## config.mk

```make
export PLATFORM = sky130hd
export DESIGN_NAME = uart_tx_arbiter
export DESIGN_NICKNAME = d
export VERILOG_FILES = /design/src/rtl/uart_tx_arbiter_pkg.sv /design/src/rtl/uart_tx_arbiter_rr_priority_picker.sv /design/src/rtl/uart_tx_arbiter.sv
export SDC_FILE = /design/constraint.sdc
export NUM_CORES = 1
export LEC_CHECK = 0
export ABC_AREA = 1
export CORE_ASPECT_RATIO = 0.9
export CORE_MARGIN = 2
export CORE_UTILIZATION = 28
export CTS_BUF_LIST = sky130_fd_sc_hd__clkbuf_4 sky130_fd_sc_hd__clkbuf_8
export DETAILED_ROUTE_END_ITERATION = 7
export PLACE_DENSITY = 0.53
export SYNTH_ARGS = -nofsm -noshare
export SYNTH_HDL_FRONTEND = slang
export SYNTH_HIERARCHICAL = 1
export SYNTH_SLANG_ARGS = --single-unit
```

## constraint.sdc

```tcl
create_clock -name i_clk -period 3.35 [get_ports i_clk]
set_input_delay 0.5025 -clock i_clk [delete_from_list [all_inputs] [get_ports i_clk]]
set_output_delay 0.5025 -clock i_clk [all_outputs]
set_load 0.1 [all_outputs]
```

## src/rtl/uart_tx_arbiter_pkg.sv

```systemverilog
`default_nettype none
// ============================================================================
// Module   : uart_tx_arbiter_pkg
// Brief    : Shared state encoding and sizing helper for the UART TX arbiter.
// Revision : 1.0 - initial release
// ============================================================================
package uart_tx_arbiter_pkg;

    localparam logic [2:0] lp_ST_IDLE       = 3'd0;
    localparam logic [2:0] lp_ST_LOAD       = 3'd1;
    localparam logic [2:0] lp_ST_WAIT_START = 3'd2;
    localparam logic [2:0] lp_ST_WAIT_DONE  = 3'd3;
    localparam logic [2:0] lp_ST_GAP        = 3'd4;
    localparam logic [2:0] lp_ST_HOLD       = 3'd5;
    localparam logic [2:0] lp_ST_RELEASE    = 3'd6;

    function automatic int grant_id_width(input int num_req);
        return (num_req > 1) ? $clog2(num_req) : 1;
    endfunction

endpackage
`default_nettype wire

```

## src/rtl/uart_tx_arbiter_rr_priority_picker.sv

```systemverilog
`default_nettype none
// ============================================================================
// Module   : rr_priority_picker
// Brief    : Combinational round-robin picker: first valid index at or after
//            the pointer, wrapping around.
// Revision : 1.0 - initial release
// ============================================================================
module rr_priority_picker #(
    parameter int p_NUM_REQ  = 4,
    parameter int p_ID_WIDTH = 2
) (
    input  logic [p_NUM_REQ-1:0]  iv_valid,
    input  logic [p_ID_WIDTH-1:0] iv_pointer,
    output logic [p_ID_WIDTH-1:0] ov_winner,
    output logic                  o_any_valid
);

    localparam logic [p_ID_WIDTH:0] c_NUM = (p_ID_WIDTH+1)'(p_NUM_REQ);

    logic [p_ID_WIDTH:0]   w_sum;
    logic [p_ID_WIDTH-1:0] w_idx;

    // Scan from the farthest offset down so the nearest valid index wins.
    always_comb begin
        ov_winner   = '0;
        o_any_valid = 1'b0;
        w_sum       = '0;
        w_idx       = '0;
        for (int i = p_NUM_REQ - 1; i >= 0; i--) begin
            w_sum = {1'b0, iv_pointer} + (p_ID_WIDTH+1)'(i);
            if (w_sum >= c_NUM) begin
                w_sum = w_sum - c_NUM;
            end
            w_idx = w_sum[p_ID_WIDTH-1:0];
            if (iv_valid[w_idx]) begin
                ov_winner   = w_idx;
                o_any_valid = 1'b1;
            end
        end
    end

endmodule
`default_nettype wire

```

## src/rtl/uart_tx_arbiter.sv

```systemverilog
`default_nettype none
// ============================================================================
// Module   : uart_tx_arbiter
// Brief    : Round-robin sharing of one UART transmitter between byte
//            requesters, with optional inter-frame gap and packet hold.
// Revision : 1.0 - initial release
// ============================================================================
module uart_tx_arbiter
    import uart_tx_arbiter_pkg::*;
#(
    parameter int p_NUM_REQ       = 4,
    parameter int p_DATA_WIDTH    = 8,
    parameter int p_PACKET_MODE   = 1,
    parameter int p_GAP_CYCLES    = 0,
    parameter int p_START_TIMEOUT = 4
) (
    input  logic                              i_clk,
    input  logic                              i_reset,
    input  logic [p_NUM_REQ-1:0]              iv_req_valid,
    input  logic [p_NUM_REQ-1:0]              iv_req_last,
    input  logic [p_NUM_REQ*p_DATA_WIDTH-1:0] iv_req_data,
    output logic [p_NUM_REQ-1:0]              ov_req_ack,
    output logic [p_DATA_WIDTH-1:0]           ov_tx_data,
    output logic                              o_tx_data_ready,
    input  logic                              i_tx_busy,
    output logic [$clog2(p_NUM_REQ)-1:0]      ov_grant_id,
    output logic                              o_grant_valid,
    output logic                              o_error
);

    localparam int c_ID_W  = grant_id_width(p_NUM_REQ);
    localparam int c_GAP_W = (p_GAP_CYCLES > 1) ? $clog2(p_GAP_CYCLES) : 1;
    localparam int c_TO_W  = $clog2(p_START_TIMEOUT);

    localparam logic [c_ID_W-1:0]    c_LAST_ID  = c_ID_W'(p_NUM_REQ - 1);
    localparam logic [c_GAP_W-1:0]   c_GAP_LAST = (p_GAP_CYCLES > 1) ? c_GAP_W'(p_GAP_CYCLES - 1) : '0;
    localparam logic [c_TO_W-1:0]    c_TO_LAST  = c_TO_W'(p_START_TIMEOUT - 1);
    localparam logic [p_NUM_REQ-1:0] c_ONE_HOT0 = p_NUM_REQ'(1);

    logic [2:0]              r_state;
    logic [c_ID_W-1:0]       r_rr_ptr;
    logic [c_ID_W-1:0]       r_grant_id;
    logic [p_DATA_WIDTH-1:0] r_tx_data;
    logic                    r_last;
    logic [c_GAP_W-1:0]      r_gap_cnt;
    logic [c_TO_W-1:0]       r_timeout_cnt;
    logic [p_NUM_REQ-1:0]    r_req_ack;
    logic                    r_tx_data_ready;
    logic                    r_grant_valid;
    logic                    r_error;

    logic [c_ID_W-1:0]       w_winner;
    logic                    w_any_valid;

    rr_priority_picker #(
        .p_NUM_REQ  (p_NUM_REQ),
        .p_ID_WIDTH (c_ID_W)
    ) u_picker (
        .iv_valid    (iv_req_valid),
        .iv_pointer  (r_rr_ptr),
        .ov_winner   (w_winner),
        .o_any_valid (w_any_valid)
    );

    always_ff @(posedge i_clk) begin
        if (i_reset) begin
            r_state         <= lp_ST_IDLE;
            r_rr_ptr        <= '0;
            r_grant_id      <= '0;
            r_tx_data       <= '0;
            r_last          <= 1'b0;
            r_gap_cnt       <= '0;
            r_timeout_cnt   <= '0;
            r_req_ack       <= '0;
            r_tx_data_ready <= 1'b0;
            r_grant_valid   <= 1'b0;
            r_error         <= 1'b0;
        end else begin
            r_req_ack       <= '0;
            r_tx_data_ready <= 1'b0;
            r_error         <= 1'b0;
            case (r_state)
                lp_ST_IDLE: begin
                    if (w_any_valid && !i_tx_busy) begin
                        r_grant_id    <= w_winner;
                        r_tx_data     <= iv_req_data[int'(w_winner)*p_DATA_WIDTH +: p_DATA_WIDTH];
                        r_last        <= iv_req_last[w_winner];
                        r_grant_valid <= 1'b1;
                        r_state       <= lp_ST_LOAD;
                    end
                end
                lp_ST_LOAD: begin
                    r_tx_data_ready <= 1'b1;
                    r_req_ack       <= c_ONE_HOT0 << r_grant_id;
                    r_timeout_cnt   <= '0;
                    r_state         <= lp_ST_WAIT_START;
                end
                lp_ST_WAIT_START: begin
                    if (i_tx_busy) begin
                        r_state <= lp_ST_WAIT_DONE;
                    end else if (r_timeout_cnt == c_TO_LAST) begin
                        // Byte is lost; the ack already given is not revoked.
                        r_error <= 1'b1;
                        r_state <= lp_ST_RELEASE;
                    end else begin
                        r_timeout_cnt <= r_timeout_cnt + 1'b1;
                    end
                end
                lp_ST_WAIT_DONE: begin
                    if (!i_tx_busy) begin
                        r_gap_cnt <= '0;
                        r_state   <= lp_ST_GAP;
                    end
                end
                lp_ST_GAP: begin
                    if (r_gap_cnt == c_GAP_LAST) begin
                        if ((p_PACKET_MODE != 0) && !r_last) begin
                            r_state <= lp_ST_HOLD;
                        end else begin
                            r_state <= lp_ST_RELEASE;
                        end
                    end else begin
                        r_gap_cnt <= r_gap_cnt + 1'b1;
                    end
                end
                lp_ST_HOLD: begin
                    if (iv_req_valid[r_grant_id]) begin
                        r_tx_data <= iv_req_data[int'(r_grant_id)*p_DATA_WIDTH +: p_DATA_WIDTH];
                        r_last    <= iv_req_last[r_grant_id];
                        r_state   <= lp_ST_LOAD;
                    end
                end
                lp_ST_RELEASE: begin
                    r_rr_ptr      <= (r_grant_id == c_LAST_ID) ? '0 : r_grant_id + 1'b1;
                    r_grant_valid <= 1'b0;
                    r_state       <= lp_ST_IDLE;
                end
                default: begin
                    r_grant_valid <= 1'b0;
                    r_state       <= lp_ST_IDLE;
                end
            endcase
        end
    end

    assign ov_req_ack      = r_req_ack;
    assign ov_tx_data      = r_tx_data;
    assign o_tx_data_ready = r_tx_data_ready;
    assign ov_grant_id     = r_grant_id;
    assign o_grant_valid   = r_grant_valid;
    assign o_error         = r_error;

endmodule
`default_nettype wire

```

### Word-level counts from Yosys, hierarchy flattened

Index checks and enable logic that the tools add are counted.

* register bits after elaboration: 26
* logic and storage cells: 118

* add/subtract/negate cells: 10
* magnitude comparators: 10
* equal/unequal tests: 15
* shifts and indexed selects: 3
* mux-type cells: 51
* bitwise operators: 3
* reduce and logical (&&, ||, !) cells: 15

Operator list (number)
* variable part select 32 x 6 -> 8 bit: 2
* two-way mux 2 bit: 12
* less-than comparator 2 x 3 -> 1 bit (second input constant): 6
* two-way mux 1 bit: 18
* two-way mux 3 bit: 6
* one-hot mux 3 bit (6 select lines): 1
* two-way mux 8 bit: 2
* one-hot mux 8 bit (2 select lines): 1
* binary-select mux 1 bit (select 2 bit): 7
* inequality test 2 bit (second input constant): 6
* equality test 3 bit (second input constant): 3
* >= comparator 3 bit (second input constant): 3
* subtractor 2 x 1 -> 2 bit (second input constant): 4
* adder 2 x 2 -> 3 bit (second input constant): 2
* equality test 3 x 2 -> 1 bit (second input constant): 2
* one-hot mux 1 bit (2 select lines): 3
* AND reduction 2 bit: 3
* AND reduction 3 bit: 2
* nonzero test 2 bit: 3
* AND reduction 5 bit: 1
* OR reduction 5 bit: 1
* adder 2 x 1 -> 2 bit (second input constant): 2
* equality test 2 bit (second input constant): 2
* one-hot mux 2 bit (2 select lines): 1
* other kinds (12): 14

### Longest topological paths before layout

Gate-level depths: netlist of run 1.

* word-level depth: 13
* gate-level depth with buffers: 18
* gate-level depth less buffers: 16

### Hierarchy

The synthesis of run 1 kept the hierarchy.

By module, submodules not included
* uart_tx_arbiter: times used 1, cells each 282, area each 1820.5 µm², sequential area each 500.5 µm²
* rr_priority_picker: times used 1, cells each 44, area each 215.2 µm², sequential area each 0.0 µm²

### Worst setup path after synthesis of run 1

No wires, ideal clock.

* path type: reg2reg
* start: register r_grant_id[0], in the netlist ov_grant_id[0]
* end: register r_tx_data[4], in the netlist ov_tx_data[4]
* setup time: 0.109 ns
* arrival time: 1.950 ns
* data required time: 3.241 ns
* setup slack: 1.291 ns
* stages on the path, launching flop included: 11
* path buffers: 1
* clock period less this slack: 2.059 ns
* cells stage by stage: dfxtp_1 -> buf_6 -> inv_2 -> nand2_1 -> nand3_1 -> nand3_4 -> nand3_2 -> nand2_1 -> clkinv_1 -> nand2_1 -> inv_1

* longest elaborated chain between the ends: 4
* elaborated cells on any way between the ends: 7
* those cells by class: eq/ne (1); shift (1); mux (4); reduce/logical (1)

RTL lines
* start: declaration: line uart_tx_arbiter.sv:42 `logic [c_ID_W-1:0] r_grant_id;`
* start signal: assignment: line uart_tx_arbiter.sv:85 `r_grant_id <= w_winner;`
* parallel branches: the longest is 4 deep, another holds variable part select 32 x 6 -> 8 bit
* end signal: assignment: line uart_tx_arbiter.sv:86 `r_tx_data <= iv_req_data[int'(w_winner)*p_DATA_WIDTH +: p_DATA_WIDTH];`
* end signal: assignment: line uart_tx_arbiter.sv:128 `r_tx_data <= iv_req_data[int'(r_grant_id)*p_DATA_WIDTH +: p_DATA_WIDTH];`
* end: declaration: line uart_tx_arbiter.sv:43 `logic [p_DATA_WIDTH-1:0] r_tx_data;`

Parallel ways; which one is timed is not known. The select of a mux whose other input is x is not followed.
A chain may end at the register's enable or synchronous reset.

### Final worst setup path of run 1

* start: register r_tx_data[2], in the netlist ov_tx_data[2]
* end: output port ov_tx_data[2]

RTL lines
* end: declaration: line uart_tx_arbiter.sv:23 `output logic [p_DATA_WIDTH-1:0] ov_tx_data,`

No word-level cell between the ends.

==> results.yml, run 1 <==
logic_synthesis:
  yosysWarnings: 6
  synth-seq-area-share_pct: 24.6
  ys.flop_type: "dfxtp_1"
  synthArstFlopShare_pct: 0
  avgSynthCellArea_sq_um: 6.24
  syn_inst: 326
  yosysTopAreaCellShare_pct: 24.6
  yosysTopAreaCell: "dfxtp_1"
  synth_nets: 371
  synth_area_leaders: "dfxtp_1 25%, nand2_1 14%, nand3_1 13%"
  synth_edf_count: 0
  yosysUniqueCellTypes: 29
  netlist_area_sq_mm: 0.00204
  synth-seq-cells: 25
critical_path:
  crit_type: "reg2out"
  crit_chain: "clkdlybuf4s50_1"
  critPathLaunch: "ov_tx_data[2]$_SDFFE_PP0P_"
  reg2reg_slack_ns: 1.20
  critPathArrivalTime_ns: 1.79
  cpPeakStageDelay_ns: 1.15
  crit_fanout: 2
  crit-reg2reg-launch: "r_rr_ptr[0]$_SDFFE_PP0N_"
  r2r-end: "ov_tx_data[5]$_SDFFE_PP0P_"
  cp-end-kind: "output pin"
  rr_worst_depth: 14
  startpoint_type: "flip-flop"
  cpMaxStageDelayCell: "clkdlybuf4s50_1"
  path_delay_family: "buffers and inverters"
  path_buf_inv: 1
  required_ns: 2.85
finish:
  final_cells: 472
  areaGrowthSynthToFinish_pct: 32.5
  final_common_cell: "nand2_1"
  nets: 425
  antenna_cells: 0
  finalInstanceArea_sq_mm: 0.00270
  final_cell_mix: "77 x nand2_1, 65 x inv_1, 57 x clkdlybuf4s50_1"
  drive_above_1_share_pct: 12.4
timing:
  final.setup.tns_ns: 0
  tightest_slew_ns: 0.970
  clock_skew_ns: 0.00866
  drv_slew: 0
  setup_ws_ns: 1.06
  finalSetupViolCount: 0
  hold_viol_final: 0
  slew_headroom_pct: 35.1
  post-route-period-util_pct: 68.4
  period_needed_ns: 2.29
  rsz0062_at_grt: "false"
  fmax_mhz: 436
  hold_slack_ns: 0.499
cts:
  clock_sinks: 25
  cts_tree: "done"
  postCtsSetupBuffers: 0
  clockBufferDepth: 2
  cts_resized: 0
  clk_latency_ns: 0.27
  clkTransAtPathRegs_ns: 0.10
  clock-root-buffer: "clkbuf_8"
  cts_hold_buf: 0
  ctsHtreeMaxLevel: 1
  cts_made_buffers: 3
status:
  status: "completed"
route:
  drtAntennaViolNets: 0
  drtIter0Drc: 98
  vias: 2044
  remaining_drc_errors: 0
  vias_per_cell: 4.33
  wl_microns: 5370
  drt-pass1-iter-count: 4
  wl_per_cell_microns: 11.4
placed_design:
  place_ws_ns: 0.795
  hpwl_microns: 4290
  dp.cells: 468
  place_area_sq_mm: 0.00265
  globalplace.congestion: 0.873
  io_buffers: 59
global_route:
  antenna_found_initial: 0
  grt-ovfl-total: 0
  grt_max_degree: 18
  grt_use_total_pct: 14.0
  grt_pass1_vias: 1925
  grt_first_pass_wirelength_microns: 9000
floorplanning:
  fp.dieH_microns: 84.9
  row_count: 29
  start_util_pct: 28.9
  core_sq_mm: 0.00704
  die_w_microns: 93.9
  die-area_sq_mm: 0.00797
  io_pins: 60
hold_path:
  hold_start: "o_grant_valid$_SDFFE_PP0P_"
  min_path_cells: 2
  min_path_type: "reg2reg"
  min_to: "o_grant_valid$_SDFFE_PP0P_"
power:
  power_leakage_nw: 1.35
  pwr_density_cell_mw_per_mm2: 741
  max-vdd-ir-drop_mv: 0.230
run:
  cap_violations: 0
final cells by class:
type / instances / area [sq um]
sequential: 25 / 500
multi-input combinational: 213 / 1150
inverter: 78 / 300
clock inverter: 1 / 7.51
clock buffer: 3 / 41.3
fill: 774 / 4340
timing repair buffer: 59 / 586
tap: 93 / 116
cell usage after synthesis, types with 5 or more instances:
cell type	instances
nand3_2	11
inv_2	9
inv_1	65
nand2_2	5
nand3_1	54
nand2_1	77
nand3b_1	9
a21oi_1	7
buf_6	5
dfxtp_1	25
o21ai_0	7
nor2_1	21
cell families (layout without fill, tap and decap cells):
logic type / after synthesis / count (layout) / synth area share [%]
compound gates: 21 / 21 / 6.15
fa+ha+maj: 2 / 2 / 1.23
buf+inv: 88 / 141 / 19.1
flops: 25 / 25 / 24.6
simple gates: 190 / 190 / 48.9
state kept, by name (all words and copies together), names as in the netlist:
name,count
r_rr_ptr,2
r_state,3
o_error,1
o_tx_data_ready,1
ov_grant_id,2
ov_tx_data,8
r_last,1
r_timeout_cnt,2
ov_req_ack,4
o_grant_valid,1
worst max path at each step:
stage,endpoint,cells past startpoint
finish,ov_tx_data[2],1
global route,ov_tx_data[5]$_SDFFE_PP0P_,14
CTS,ov_tx_data[2],1
detailed placement,ov_tx_data[4]$_SDFFE_PP0P_,17
global placement,ov_tx_data[4]$_SDFFE_PP0P_,17
floorplan,ov_tx_data[4]$_SDFFE_PP0P_,10
metal layers:
layer | vias up | track usage, % | share of wire, %
li1 | 1111 | - | -
met1 | 892 | 19.9 | 50
met2 | 39 | 22.3 | 45
met3 | 2 | 2.75 | 3.7
met4 | 0 | 2.77 | 0.65
met5 | - | 0 | 0
where the power goes:
part | internal (mW) | total, mW | switching (mW)
combinational | 0.402 | 1.31 | 0.904
clock | 0.0844 | 0.190 | 0.105
sequential | 0.384 | 0.503 | 0.119
per-stage QoR:
stage / util, % / total power [mW]
global route: 38.3 / 2.17
floorplan: - / 1.58
finish: 38.3 / 2.00
global placement: 37.6 / 1.82
CTS: 38.3 / 2.02
detailed placement: 37.6 / 1.82
No activity file was read; power rests on OpenSTA's default activity.
==> run 2: changes to the inputs <==
--- a/config.mk
+++ b/config.mk
@@ -11,7 +11,7 @@
 export CORE_UTILIZATION = 28
 export CTS_BUF_LIST = sky130_fd_sc_hd__clkbuf_4 sky130_fd_sc_hd__clkbuf_8
 export DETAILED_ROUTE_END_ITERATION = 7
-export PLACE_DENSITY = 0.53
+export PLACE_DENSITY = 0.55
 export SYNTH_ARGS = -nofsm -noshare
 export SYNTH_HDL_FRONTEND = slang
 export SYNTH_HIERARCHICAL = 1
==> constraint.sdc (replaced) <==
create_clock -name i_clk -period 2.05 [get_ports i_clk]
set_input_delay 0.3075 -clock i_clk [delete_from_list [all_inputs] [get_ports i_clk]]
set_output_delay 0.3075 -clock i_clk [all_outputs]
set_load 0.1 [all_outputs]
==> run 2 against run 1 <==
Clock skew shrank 0.0049 ns. Sequential cell count is the same. Critical endpoint is now ov_tx_data[0]$_SDFFE_PP0P_. Critical path depth rose by 15. Clock-buffer cell count up 1. Die area unchanged. Worst setup slack got worse by 0.90 ns. Non-clock buffer count grew 13. Clock power increased by 65%. Cell count is 2.8% higher.
==> results.yml, run 2 (synthesized netlist as in run 1, its figures left out) <==
timing:
  fmax_mhz: 530
  clock_skew_ns: 0.00379
  rsz0062_at_grt: "false"
  finalSetupViolCount: 0
  hold_viol_final: 0
  post-route-period-util_pct: 92.1
  tightest_slew_ns: 0.506
  final.setup.tns_ns: 0
  slew_headroom_pct: 66.2
  drv_slew: 0
  period_needed_ns: 1.89
cts:
  clk_latency_ns: 0.27
  cts_tree: "done"
  ctsHtreeMaxLevel: 1
  cts_hold_buf: 0
  clock-root-buffer: "clkbuf_8"
  clock_sinks: 25
  clkTransAtPathRegs_ns: 0.09
  cts_made_buffers: 3
  clockBufferDepth: 2
floorplanning:
  die_w_microns: 93.9
  start_util_pct: 28.9
  fp.dieH_microns: 84.9
  row_count: 29
  io_pins: 60
  core_sq_mm: 0.00704
  die-area_sq_mm: 0.00797
critical_path:
  startpoint_type: "primary input"
  crit_fanout: 6
  crit_chain: "clkdlybuf4s50_1 -> inv_1 -> nand2_2 -> and2_4 -> nand2_2 -> nand2_2 -> inv_2 -> nand3_1 -> nand2_2 -> nand2_4 -> buf_4 -> nand3_1 -> nand3_1 -> nand3_1 -> nand2_1 -> inv_1"
  cp-end-kind: "flip-flop"
  cpPeakStageDelay_ns: 0.51
  rr_worst_depth: 15
  critPathArrivalTime_ns: 2.06
  required_ns: 2.22
  crit_type: "in2reg"
  cpMaxStageDelayCell: "clkdlybuf4s50_1"
finish:
  fill_cells: 784
  nets: 438
  antenna_cells: 0
  final_cells: 485
  areaGrowthSynthToFinish_pct: 37.2
  final_common_cell: "nand2_1"
  final_cell_mix: "76 x nand2_1, 65 x inv_1, 54 x nand3_1"
  largest_reg_flops: 8
  drive_above_1_share_pct: 19.9
global_route:
  use_met1_pct: 21.6
  top_usage_layer: "met1"
  met2_usage_pct: 20.9
  grt-ovfl-total: 0
  use_met3_pct: 1.87
  grt_max_degree: 18
  grt_use_total_pct: 14.0
  antenna_found_initial: 0
  grt_first_pass_wirelength_microns: 9100
  grt_pass1_vias: 1922
placed_design:
  globalplace.congestion: 0.886
  hpwl_microns: 4330
  io_buffers: 59
  dp.cells: 479
power:
  max-vdd-ir-drop_mv: 0.455
  power_leakage_nw: 1.45
  pwr_density_cell_mw_per_mm2: 1210
route:
  drt-pass1-iter-count: 4
  wl_microns: 5420
  drtAntennaViolNets: 0
  wl_per_cell_microns: 11.2
  vias: 2136
  vias_per_cell: 4.40
  remaining_drc_errors: 0
  drtIter0Drc: 111
hold_path:
  min_path_cells: 2
  min_path_type: "reg2reg"
status:
  status: "completed"
run:
  cap_violations: 0
## run 2: cell types whose count changed in the layout (fill, tap and decap cells not counted), moves of 2 or more
cell | previous run | this run
buf_4 | 2 | 29
clkdlybuf4s50_1 | 57 | 42
dfxtp_1 | 25 | 23
o21ai_2 | 3 | 1
o21ai_4 | 0 | 2
## run 2: power breakdown
part           internal (mW)  total (mW)  switching, mW
sequential             0.630       0.827          0.197
combinational          0.729        2.24           1.52
clock                  0.152       0.313          0.161
## run 2: per-stage QoR
stage                     worst slack [ns]  power, mW  util [%]  instance area [sq um]  hold slack (ns)
final                                0.161       3.38      39.7                   2790            0.489
after global routing               0.00485       3.67      39.7                   2790            0.537
after CTS                            0.125       3.37      39.0                   2750            0.490
after detailed placement            -0.172       3.04      38.3                   2700            0.472
after global placement              -0.150       3.02      38.3                   2700            0.476
after floorplan                     0.0216       2.58         -                   2040            0.370
## run 2: repair_timing
action,4_1_cts,5_1_grt
pin swaps,0,1
setup buffers,0,2
endpoints found under the setup margin,3,8
gates cloned,0,0
gates resized for setup,1,6
## run 2: final timing paths
check	endpoint	slack, ns	start
max	ov_tx_data[0]$_SDFFE_PP0P_	0.16	iv_req_valid[0]
min	o_grant_valid$_SDFFE_PP0P_	0.49	o_grant_valid$_SDFFE_PP0P_
max reg2reg	ov_tx_data[0]$_SDFFE_PP0P_	0.23	r_rr_ptr[0]$_SDFFE_PP0N_
min reg2reg	o_grant_valid$_SDFFE_PP0P_	0.49	o_grant_valid$_SDFFE_PP0P_
## run 2: metal layers
layer | share of wire (%) | routed length (microns)
met1 | 50 | 2720
met2 | 44 | 2380
met3 | 5.5 | 297
met4 | 0.55 | 30
met5 | 0 | 0
## run 2: critical path: cells and delay by family
family	cells	cell delay [ns]
simple gates	11	0.99
buf+inv	5	0.76
## run 2: area by class of cell
class	count	area (sq um)	area share, %
clock buffers	4	48.8	1.75
repair buffers	72	649	23.3
flip-flops and latches	25	505	18.1
multi-input cells	213	1170	42.0
well taps	93	116	4.17
inverters	78	300	10.8
==> run 3: changes to the inputs <==
--- a/config.mk
+++ b/config.mk
@@ -10,6 +10,7 @@
 export CORE_MARGIN = 2
 export CORE_UTILIZATION = 28
 export CTS_BUF_LIST = sky130_fd_sc_hd__clkbuf_4 sky130_fd_sc_hd__clkbuf_8
+export CTS_CLUSTER_DIAMETER = 120
 export DETAILED_ROUTE_END_ITERATION = 7
 export PLACE_DENSITY = 0.55
 export SYNTH_ARGS = -nofsm -noshare
==> results of run 3 <==
No change in the layout: final DEF, timing and power equal those of run 2.
